$ cat config.mk
export PLATFORM = sky130hd
export DESIGN_NAME = da_fir_serial_flat
export DESIGN_NICKNAME = d
export VERILOG_FILES = /design/src/rtl/da_fir_serial_if.sv /design/src/rtl/da_fir_serial.sv /design/src/flat_wrapper.sv
export SDC_FILE = /design/constraint.sdc
export NUM_CORES = 1
export LEC_CHECK = 0
export ABC_CLOCK_PERIOD_IN_PS = 4200
export BUFFER_PORTS_ARGS = -buffer_cell sky130_fd_sc_hd__buf_2
export CELL_PAD_IN_SITES_DETAIL_PLACEMENT = 1
export CELL_PAD_IN_SITES_GLOBAL_PLACEMENT = 1
export CORE_UTILIZATION = 42
export DETAILED_ROUTE_END_ITERATION = 10
export GPL_ROUTABILITY_DRIVEN = 0
export PLACE_DENSITY_LB_ADDON = 0.1
export SLEW_MARGIN = 20
export SYNTH_ARGS = -nofsm -noshare
export SYNTH_HDL_FRONTEND = slang
export SYNTH_SLANG_ARGS = --single-unit
$ cat constraint.sdc
create_clock -name clk -period 4.2 [get_ports clk]
set_clock_uncertainty 0.05 [all_clocks]
set_input_delay 0.63 -clock clk [delete_from_list [all_inputs] [get_ports clk]]
set_output_delay 0.63 -clock clk [all_outputs]
set_load 0.02 [all_outputs]
$ cat src/rtl/da_fir_serial_if.sv
// Handshake bundle for the serial DA FIR: sample-in valid/ready, result-out
// valid/ready, plus the LUT and busy debug taps.
interface da_fir_serial_if #(
    parameter int W  = 8,
    parameter int OW = 18,
    parameter int LW = 10
) ();
    logic                 in_valid;
    logic                 in_ready;
    logic [W-1:0]         x_in;
    logic                 out_valid;
    logic                 out_ready;
    logic signed [OW-1:0] y;
    logic signed [LW-1:0] lut;
    logic                 busy;

    modport slave (
        input  in_valid, x_in, out_ready,
        output in_ready, out_valid, y, lut, busy
    );

    modport master (
        output in_valid, x_in, out_ready,
        input  in_ready, out_valid, y, lut, busy
    );
endinterface

$ cat src/rtl/da_fir_serial.sv
// Bit-serial distributed-arithmetic FIR: N-tap delay line, MSB-first
// accumulation over W cycles per sample, LUT built from COEFS at elaboration.
module da_fir_serial #(
    parameter int              N      = 4,
    parameter int              W      = 8,
    parameter int              CW     = 8,
    parameter logic [N*CW-1:0] COEFS  = {8'sd3, 8'sd12, 8'sd12, 8'sd3},
    parameter int              SIGNED = 1
) (
    input logic             clk,
    input logic             reset_n,
    da_fir_serial_if.slave  bus
);
    localparam int LW   = CW + $clog2(N);
    localparam int OW   = W + CW + $clog2(N);
    localparam int CNTW = (W > 1) ? $clog2(W) : 1;
    localparam int NE   = 1 << N;

    typedef enum logic [1:0] {IDLE, RUN, DONE} state_t;

    // Entry a holds the sum of every coefficient whose tap bit is set in a.
    function automatic logic [NE*LW-1:0] buildLut();
        logic [NE*LW-1:0]     tbl;
        logic signed [LW-1:0] sum;
        tbl = '0;
        for (int a = 0; a < NE; a++) begin
            sum = '0;
            for (int k = 0; k < N; k++) begin
                if (a[k]) sum = sum + LW'($signed(COEFS[k*CW +: CW]));
            end
            tbl[a*LW +: LW] = sum;
        end
        return tbl;
    endfunction

    localparam logic [NE*LW-1:0] LUT_TABLE = buildLut();

    state_t               r_state;
    state_t               w_nextState;
    logic [W-1:0]         r_d  [N];
    logic [W-1:0]         r_sr [N];
    logic signed [OW-1:0] r_acc;
    logic signed [OW-1:0] r_y;
    logic [CNTW-1:0]      r_cnt;

    logic [N-1:0]         w_addr;
    logic signed [LW-1:0] w_lut;
    logic signed [OW-1:0] w_lutExt;
    logic signed [OW-1:0] w_term;
    logic signed [OW-1:0] w_accNext;
    logic                 w_inReady;
    logic                 w_outValid;
    logic                 w_busy;
    logic                 w_accept;
    logic                 w_lastBit;

    always_comb begin
        w_addr = '0;
        for (int k = 0; k < N; k++) w_addr[k] = r_sr[k][W-1];
    end

    assign w_lut     = LUT_TABLE[int'(w_addr)*LW +: LW];
    assign w_lutExt  = OW'(w_lut);
    // The first (MSB) bit of a two's-complement sample carries negative weight.
    assign w_term    = (SIGNED != 0 && r_cnt == CNTW'(W-1)) ? -w_lutExt : w_lutExt;
    assign w_accNext = (r_acc <<< 1) + w_term;
    assign w_lastBit = (r_cnt == '0);
    assign w_accept  = bus.in_valid && w_inReady;

    always_ff @(posedge clk or negedge reset_n) begin
        if (!reset_n) r_state <= IDLE;
        else          r_state <= w_nextState;
    end

    always_comb begin
        w_nextState = r_state;
        case (r_state)
            IDLE: if (w_accept) w_nextState = RUN;
            RUN:  if (w_lastBit) w_nextState = DONE;
            DONE: if (bus.out_ready) w_nextState = w_accept ? RUN : IDLE;
            default: w_nextState = IDLE;
        endcase
    end

    always_comb begin
        w_inReady  = 1'b0;
        w_outValid = 1'b0;
        w_busy     = 1'b0;
        case (r_state)
            IDLE: w_inReady = reset_n;
            RUN:  w_busy = 1'b1;
            DONE: begin
                w_outValid = 1'b1;
                w_inReady  = bus.out_ready;
            end
            default: ;
        endcase
    end

    // Accepting a sample always reloads the taps, even straight out of DONE.
    always_ff @(posedge clk or negedge reset_n) begin
        if (!reset_n) begin
            for (int k = 0; k < N; k++) begin
                r_d[k]  <= '0;
                r_sr[k] <= '0;
            end
            r_acc <= '0;
            r_cnt <= '0;
            r_y   <= '0;
        end else if (w_accept) begin
            r_d[0]  <= bus.x_in;
            r_sr[0] <= bus.x_in;
            for (int k = 1; k < N; k++) begin
                r_d[k]  <= r_d[k-1];
                r_sr[k] <= r_d[k-1];
            end
            r_acc <= '0;
            r_cnt <= CNTW'(W-1);
        end else if (r_state == RUN) begin
            for (int k = 0; k < N; k++) r_sr[k] <= r_sr[k] << 1;
            r_acc <= w_accNext;
            r_cnt <= r_cnt - 1'b1;
            if (w_lastBit) r_y <= w_accNext;
        end
    end

    assign bus.in_ready  = w_inReady;
    assign bus.out_valid = w_outValid;
    assign bus.busy      = w_busy;
    assign bus.y         = r_y;
    assign bus.lut       = w_lut;
endmodule

$ cat src/flat_wrapper.sv
// flat-port wrapper written by rule: the top's interface ports become plain ports
module da_fir_serial_flat 
#(
    parameter int              N      = 4,
    parameter int              W      = 8,
    parameter int              CW     = 8,
    parameter logic [N*CW-1:0] COEFS  = {8'sd3, 8'sd12, 8'sd12, 8'sd3},
    parameter int              SIGNED = 1
)
  (clk, reset_n, bus_in_valid, bus_x_in, bus_out_ready, bus_in_ready, bus_out_valid, bus_y, bus_lut, bus_busy);
  da_fir_serial_if #(.W(W), .OW(18), .LW(10)) bus_i ();
  input logic clk;
  input logic reset_n;
  input wire logic [$bits(bus_i.in_valid)-1:0] bus_in_valid;
  input wire logic [$bits(bus_i.x_in)-1:0] bus_x_in;
  input wire logic [$bits(bus_i.out_ready)-1:0] bus_out_ready;
  output wire logic [$bits(bus_i.in_ready)-1:0] bus_in_ready;
  output wire logic [$bits(bus_i.out_valid)-1:0] bus_out_valid;
  output wire logic [$bits(bus_i.y)-1:0] bus_y;
  output wire logic [$bits(bus_i.lut)-1:0] bus_lut;
  output wire logic [$bits(bus_i.busy)-1:0] bus_busy;
  assign bus_i.in_valid = bus_in_valid;
  assign bus_i.x_in = bus_x_in;
  assign bus_i.out_ready = bus_out_ready;
  assign bus_in_ready = bus_i.in_ready;
  assign bus_out_valid = bus_i.out_valid;
  assign bus_y = bus_i.y;
  assign bus_lut = bus_i.lut;
  assign bus_busy = bus_i.busy;
  da_fir_serial #(.N(N), .W(W), .CW(CW), .COEFS(COEFS), .SIGNED(SIGNED)) u_core (.clk(clk), .reset_n(reset_n), .bus(bus_i));
endmodule
==> metrics.yaml, run 1 <==
hpwl_um: 8190
maxClockFrequency_ghz: 0.277
yosysTopAreaCell: "dfrtp_1"
cts_buffers: 9
synth_area_leaders: "dfrtp_1 50%, nand2_1 14%, ha_1 7.0%"
avgSynthCellArea_sq_um: 8.83
ys_seq_area_share_pct: 49.8
final_util_pct: 48.9
via_per_inst: 5.38
die_h_um: 109
core-area_sq_um: 11000
port_buffers: 37
numClockSinks: 96
r2r_start: "u_core.r_sr[31]"
drt_first_iter_violations: 173
cap_violations: 0
firstDrtPassIters: 4
setup_tns_ns: 0
path_clk_slew_ns: 0.07
status: "complete, no violations"
wirelength_um: 11700
cts.htree.levels: 3
num_vias: 3867
finalHoldViolations: 0
hold_buffers: 0
clockBufferDepth: 2
antennaDiodeCount: 0
ys_seq_elements: 96
drv_slew: 0
setup-violations-final: 0
fillCellCount: 1329
grt_max_degree: 68
worstPathArrival_ns: 3.78
max_slew.worst_pin.slew_ns: 0.863
fin_nets: 614
rsz0062_at_grt: "no"
p_per_area_nw_per_um2: 863
wl_per_cell_um: 16.2
seqCellArea_sq_um: 2400
hold_class: "input port to async pin"
r2r_end: "u_core.bus.y[17]"
grt_pass1_vias: 4015
final_layout_size_suffix_gt1_share_pct: 11.9
post-route-period-util_pct: 85.9
ir_drop_mv: 0.324
grt_pass1_wl_um: 19600
fp-row-count: 38
cp-end-kind: "flip-flop"
synthCells: 546
start_util_pct: 43.7
clk_latency_ns: 0.35
r2r_setup_slack_ns: 0.59
grtUsageTotal_pct: 21.6
pin_count: 43
antenna_left: 0
cts_tree: "built"
holdWs_ns: 0.153
ys_warn_count: 0
die_area_sq_um: 11900
p_total_mw: 4.65
multi_input_area_sq_um: 2240
antenna_found_initial: 0
period_minus_slack_ns: 3.61
cts_resized: 0
grt_overflow: 0
cp_max_fo: 6
die_x_um: 109
critical_path_class: "flip-flop to flip-flop"
syn_area_sq_um: 4820
cts_root_buf: "clkbuf_16"
crit_path_start: "u_core.r_sr[31]"
critPathCapture: "u_core.bus.y[17]"
relSlewSlack_pct: 42.4
area_growth_pct: 11.8
post_cts_buffers: 0
start_kind: "flip-flop"
leakage_nw: 2.71
synth_top_area_share_pct: 49.8
drc: 0
required_ns: 4.38
worstRegToRegCells: 15
ys_types: 45
[Yosys cell counts, drive strengths merged]
| library cell | instances |
|---|---|
| dfrtp | 96 |
| conb | 1 |
| xnor2 | 6 |
| nand2b | 4 |
| nand2 | 178 |
| a31oi | 5 |
| o211ai | 2 |
| buf | 13 |
| and3 | 1 |
| or4b | 1 |
| a2111oi | 3 |
| nand4 | 1 |
| nor3 | 7 |
| clkbuf | 17 |
| fa | 1 |
| o31ai | 3 |
| nor2 | 19 |
| o21ai | 45 |
| o2111ai | 2 |
| a21oi | 21 |
| a22oi | 8 |
| o21a | 1 |
| a31o | 1 |
| or2 | 2 |
| nand3 | 39 |
| mux2i | 3 |
| a211oi | 3 |
| a21o | 1 |
| o32ai | 1 |
| mux2 | 1 |
| o22ai | 1 |
| inv | 16 |
| xor2 | 11 |
| and2 | 2 |
| and2b | 1 |
| nor4b | 1 |
| ha | 27 |
| nor2b | 1 |
[power by group]
group	internal, mW	switching (mW)	leakage, nW
clock	0.423	0.370	0.137
combinational	0.784	1.50	1.35
sequential	1.33	0.251	1.23
[final cells by class]
| class | count | share of cell area (%) |
|---|---|---|
| clock buffer | 11 | 4.50 |
| clock inverter | 5 | 0.720 |
| inverter | 16 | 1.11 |
| multi-input combinational | 408 | 41.5 |
| sequential | 96 | 44.6 |
| tap | 140 | 3.25 |
| timing repair buffer | 43 | 4.32 |
[worst max-delay path: stages, from the launching register on]
cell and delay (ns):
dfrtp_1 0.45, inv_1 0.13, ha_1 0.20, nor2_1 0.08
a21oi_1 0.05, a21oi_1 0.29, inv_1 0.09, ha_1 0.30
mux2_2 0.27, ha_1 0.19, a21o_1 0.18, a21oi_2 0.18
a2111oi_1 0.10, or4b_4 0.53, a2111oi_4 0.31, a211oi_1 0.07
[placed cells by master, fill, tap and decap left out, types with 2 or more instances in the layout]
cell type | synthesis | layout
a211oi_1 | 3 | 3
a21oi_1 | 20 | 20
a22oi_1 | 8 | 8
a31oi_1 | 5 | 5
and2_1 | 2 | 2
buf_2 | 3 | 36
buf_4 | 6 | 7
clkbuf_16 | 0 | 9
conb_1 | 1 | 5
dfrtp_1 | 96 | 96
ha_1 | 27 | 27
inv_1 | 15 | 15
inv_6 | 0 | 2
mux2i_1 | 3 | 3
nand2_1 | 178 | 178
nand2b_1 | 4 | 4
nand3_1 | 39 | 39
nor2_1 | 19 | 18
nor3_1 | 7 | 7
o211ai_1 | 2 | 2
o21ai_0 | 45 | 45
o31ai_1 | 3 | 3
or2_2 | 2 | 2
xnor2_1 | 6 | 6
xor2_1 | 11 | 11
[worst min-delay path by stage]
| stage | from | endpoint | slack, ns | depth (start not counted) |
|---|---|---|---|---|
| global placement | u_core.bus.y[1] | u_core.bus.y[1] | 0.40 | 2 |
| detailed placement | u_core.r_d[15] | u_core.r_d[15] | 0.41 | 2 |
| finish | reset_n | u_core.r_acc[12] | 0.15 | 1 |
| global route | reset_n | u_core.bus.y[10] | 0.18 | 1 |
| floorplan | reset_n | u_core.bus.y[0] | 0.28 | 0 |
| CTS | reset_n | u_core.bus.y[10] | 0.16 | 1 |
[routing by layer]
metal  track usage [%]  part of all wire (%)  vias up
li1                  -                     -     1878
met1              25.7                    44     1935
met2              38.9                    52       42
met3              3.05                   2.6       12
met4              8.78                   1.4        0
met5                 0                     0        -
[logic make-up after synthesis]
| logic type | synth area share (%) |
|---|---|
| xor gates and xnor gates | 3.09 |
| muxes | 0.856 |
| adders and majority gates | 7.42 |
| buffers and inverters | 4.13 |
| and+or+nand+nor | 22.2 |
| other | 0.0778 |
| DFF | 49.8 |
| AOI/OAI and AO/OA | 12.5 |
[flip-flops by register name, indices dropped and copies added (netlist names)]
register	flops
u_core.r_cnt	3
u_core.r_d	24
u_core.bus.y	18
u_core.r_sr	32
u_core.r_acc	17
u_core.r_state	2
[through the flow]
step           area, sq um  setup slack [ns]  std cells
3_3_place_gp          5110             0.722        703
6_report              5390             0.593        719
2_1_floorplan         4840             0.655        550
5_1_grt               5390             0.308        719
4_1_cts               5390             0.574        719
3_5_place_dp          5110             0.573        703
No activity file was read; power rests on OpenSTA's default activity.
==> run 2: changes to the inputs <==
--- a/config.mk
+++ b/config.mk
@@ -9,6 +9,7 @@
 export BUFFER_PORTS_ARGS = -buffer_cell sky130_fd_sc_hd__buf_2
 export CELL_PAD_IN_SITES_DETAIL_PLACEMENT = 1
 export CELL_PAD_IN_SITES_GLOBAL_PLACEMENT = 1
+export CORE_MARGIN = 2
 export CORE_UTILIZATION = 42
 export DETAILED_ROUTE_END_ITERATION = 10
 export GPL_ROUTABILITY_DRIVEN = 0
==> run 2 against run 1 <==
Net effect:
- wire length shrank 1.2%
- final cell count grew 0.28%
- utilization shrank 1.0 points
- flip-flop and latch count is the same
- largest cell class unchanged
- sequential share of layout area shrank 0.20 points
- final area grew 0.44%
- critical endpoint unchanged
- worst hold slack gained 0.011 ns
- non-clock buffer count shrank 1
- via count shrank 0.75%
==> metrics.yaml, run 2 (synthesized netlist as in run 1, its figures left out) <==
via_per_inst: 5.32  # -1.0%
hold_buffers: 0  # unchanged
post-route-period-util_pct: 87.6  # +1.7 points
required_ns: 4.37  # about the same
post_cts_buffers: 0  # unchanged
cap_violations: 0  # unchanged
port_buffers: 37  # unchanged
r2r_end: "u_core.bus.y[17]"
setup-violations-final: 0  # unchanged
r2r_setup_slack_ns: 0.52  # -0.07 ns
clkPwrFrac_pct: 18.0  # +1.0 points
fin_nets: 613  # -0.16%
grt_overflow: 0  # unchanged
clk_latency_ns: 0.34  # about the same
drv_slew: 0  # unchanged
cts_resized: 0  # unchanged
antennaDiodeCount: 0  # unchanged
setup_tns_ns: 0  # unchanged
path_clk_slew_ns: 0.07  # about the same
cts_tree: "built"
cts_root_buf: "clkbuf_16"
cts_buffers: 9  # unchanged
die_h_um: 111  # +1.8%
pwr-share-seq_pct: 33.4  # -0.5 points
ir_drop_mv: 0.347  # +7.0%
dr.max_layer_used: "met4"
cp_max_fo: 6  # unchanged
num_vias: 3838  # -0.75%
antenna_found_initial: 0  # unchanged
numClockSinks: 96  # unchanged
firstDrtPassIters: 4  # unchanged
core-area_sq_um: 11300  # +2.6%
combPwrFrac_pct: 48.6  # -0.5 points
status: "complete, no violations"
p_int_mw: 2.59  # +2.4%
grtUsageTotal_pct: 20.2  # -1.4 points
grt_max_degree: 68  # unchanged
hpwl_um: 8070  # -1.5%
crit_path_start: "u_core.r_sr[31]"
met1_length_um: 5090  # -0.31%
finalHoldViolations: 0  # unchanged
largest_reg_flops: 32  # unchanged
p_sw_mw: 2.09  # -1.3%
worstPathArrival_ns: 3.85  # +0.07 ns
rsz0062_at_grt: "no"
wl_per_cell_um: 16.0  # -1.4%
clockBufferDepth: 2  # unchanged
antenna_left: 0  # unchanged
p_per_area_nw_per_um2: 865  # +0.28%
fin_area_sq_um: 5410  # +0.44%
place_area_sq_um: 5110  # about the same
maxClockFrequency_ghz: 0.272  # -2.0%
hold_class: "input port to async pin"
start_kind: "flip-flop"
fp-row-count: 39  # +2.6%
grt_pass1_vias: 4143  # +3.2%
pre_cts_slack_ns: 0.528  # -0.0446 ns
met2_length_um: 5890  # -3.5%
final_util_pct: 47.8  # -1.0 points
pin_count: 43  # unchanged
worstRegToRegCells: 15  # unchanged
start_util_pct: 42.6  # -1.1 points
fillCellCount: 1353  # +1.8%
drt_first_iter_violations: 99  # -43%
critical_path_class: "flip-flop to flip-flop"
final_cell_mix: "177 x nand2_1, 96 x dfrtp_1, 45 x o21ai_0"
met3_wirelength_um: 241  # -20%
final_layout_size_suffix_gt1_share_pct: 12.1  # +0.19 points
largest-register: "u_core.r_sr"
grt_pass1_wl_um: 20100  # +2.2%
critPathCapture: "u_core.bus.y[17]"
die_area_sq_um: 12400  # +3.7%
r2r_start: "u_core.r_sr[31]"
wirelength_um: 11500  # -1.2%
max_slew.worst_pin.slew_ns: 0.894  # +0.0305 ns
relSlewSlack_pct: 40.2  # -2.2 points
switching_share_pct: 44.6  # -0.91 points
layout_commonest_cell: "nand2_1"
die_x_um: 111  # +1.8%
drc: 0  # unchanged
cts.htree.levels: 3  # unchanged
cp-end-kind: "flip-flop"
leakage_nw: 2.72  # +0.16%
worst_slack_ns: 0.521  # -0.0721 ns
area_growth_pct: 12.3
p_total_mw: 4.68  # +0.72%
period_minus_slack_ns: 3.68  # +0.0721 ns
==> run 2: layout make-up <==
type | count | area (sq um) | share of cell area, %
clock buffer | 10 | 239 | 4.41
sequential | 96 | 2400 | 44.4
multi-input combinational | 408 | 2240 | 41.4
inverter | 16 | 60.1 | 1.11
clock inverter | 6 | 67.6 | 1.25
timing repair buffer | 42 | 225 | 4.16
tap | 143 | 179 | 3.30
==> run 2: power by group through the flow <==
stage | combinational, mW | sequential [mW] | clock [mW]
6_report | 2.28 | 1.57 | 0.841
5_1_grt | 2.59 | 1.62 | 0.906
4_1_cts | 2.32 | 1.57 | 0.869
3_5_place_dp | 2.30 | 1.59 | 0
3_3_place_gp | 2.22 | 1.57 | 0
2_1_floorplan | 1.61 | 1.61 | 0
==> run 2: metrics by stage <==
stage	std cells	hold slack [ns]
after floorplan	550	0.284
after global placement	705	0.406
after detailed placement	705	0.412
after CTS	721	0.166
after global routing	721	0.188
final	721	0.163
==> run 2: worst min path at each step <==
stage	start	to	slack [ns]
2_1_floorplan	reset_n	u_core.bus.y[0]	0.28
5_1_grt	reset_n	u_core.bus.y[10]	0.19
3_5_place_dp	u_core.r_d[8]	u_core.r_sr[0]	0.41
6_report	reset_n	u_core.bus.y[17]	0.16
4_1_cts	reset_n	u_core.bus.y[17]	0.17
3_3_place_gp	u_core.r_d[8]	u_core.r_sr[0]	0.41
==> run 2: metal layers <==
layer | global-route usage (%) | vias up
li1 | - | 1871
met1 | 24.2 | 1901
met2 | 36.3 | 46
met3 | 2.95 | 20
met4 | 8.64 | 0
met5 | 0 | -
==> run 2: critical path: stages (launching register included) <==
cell,delay (ns)
dfrtp_1,0.44
inv_1,0.12
ha_1,0.19
nor2_1,0.09
a21oi_1,0.05
a21oi_1,0.33
inv_1,0.08
ha_1,0.30
mux2_2,0.27
ha_1,0.21
a21o_1,0.19
a21oi_2,0.20
a2111oi_1,0.11
or4b_4,0.54
a2111oi_4,0.31
a211oi_1,0.07
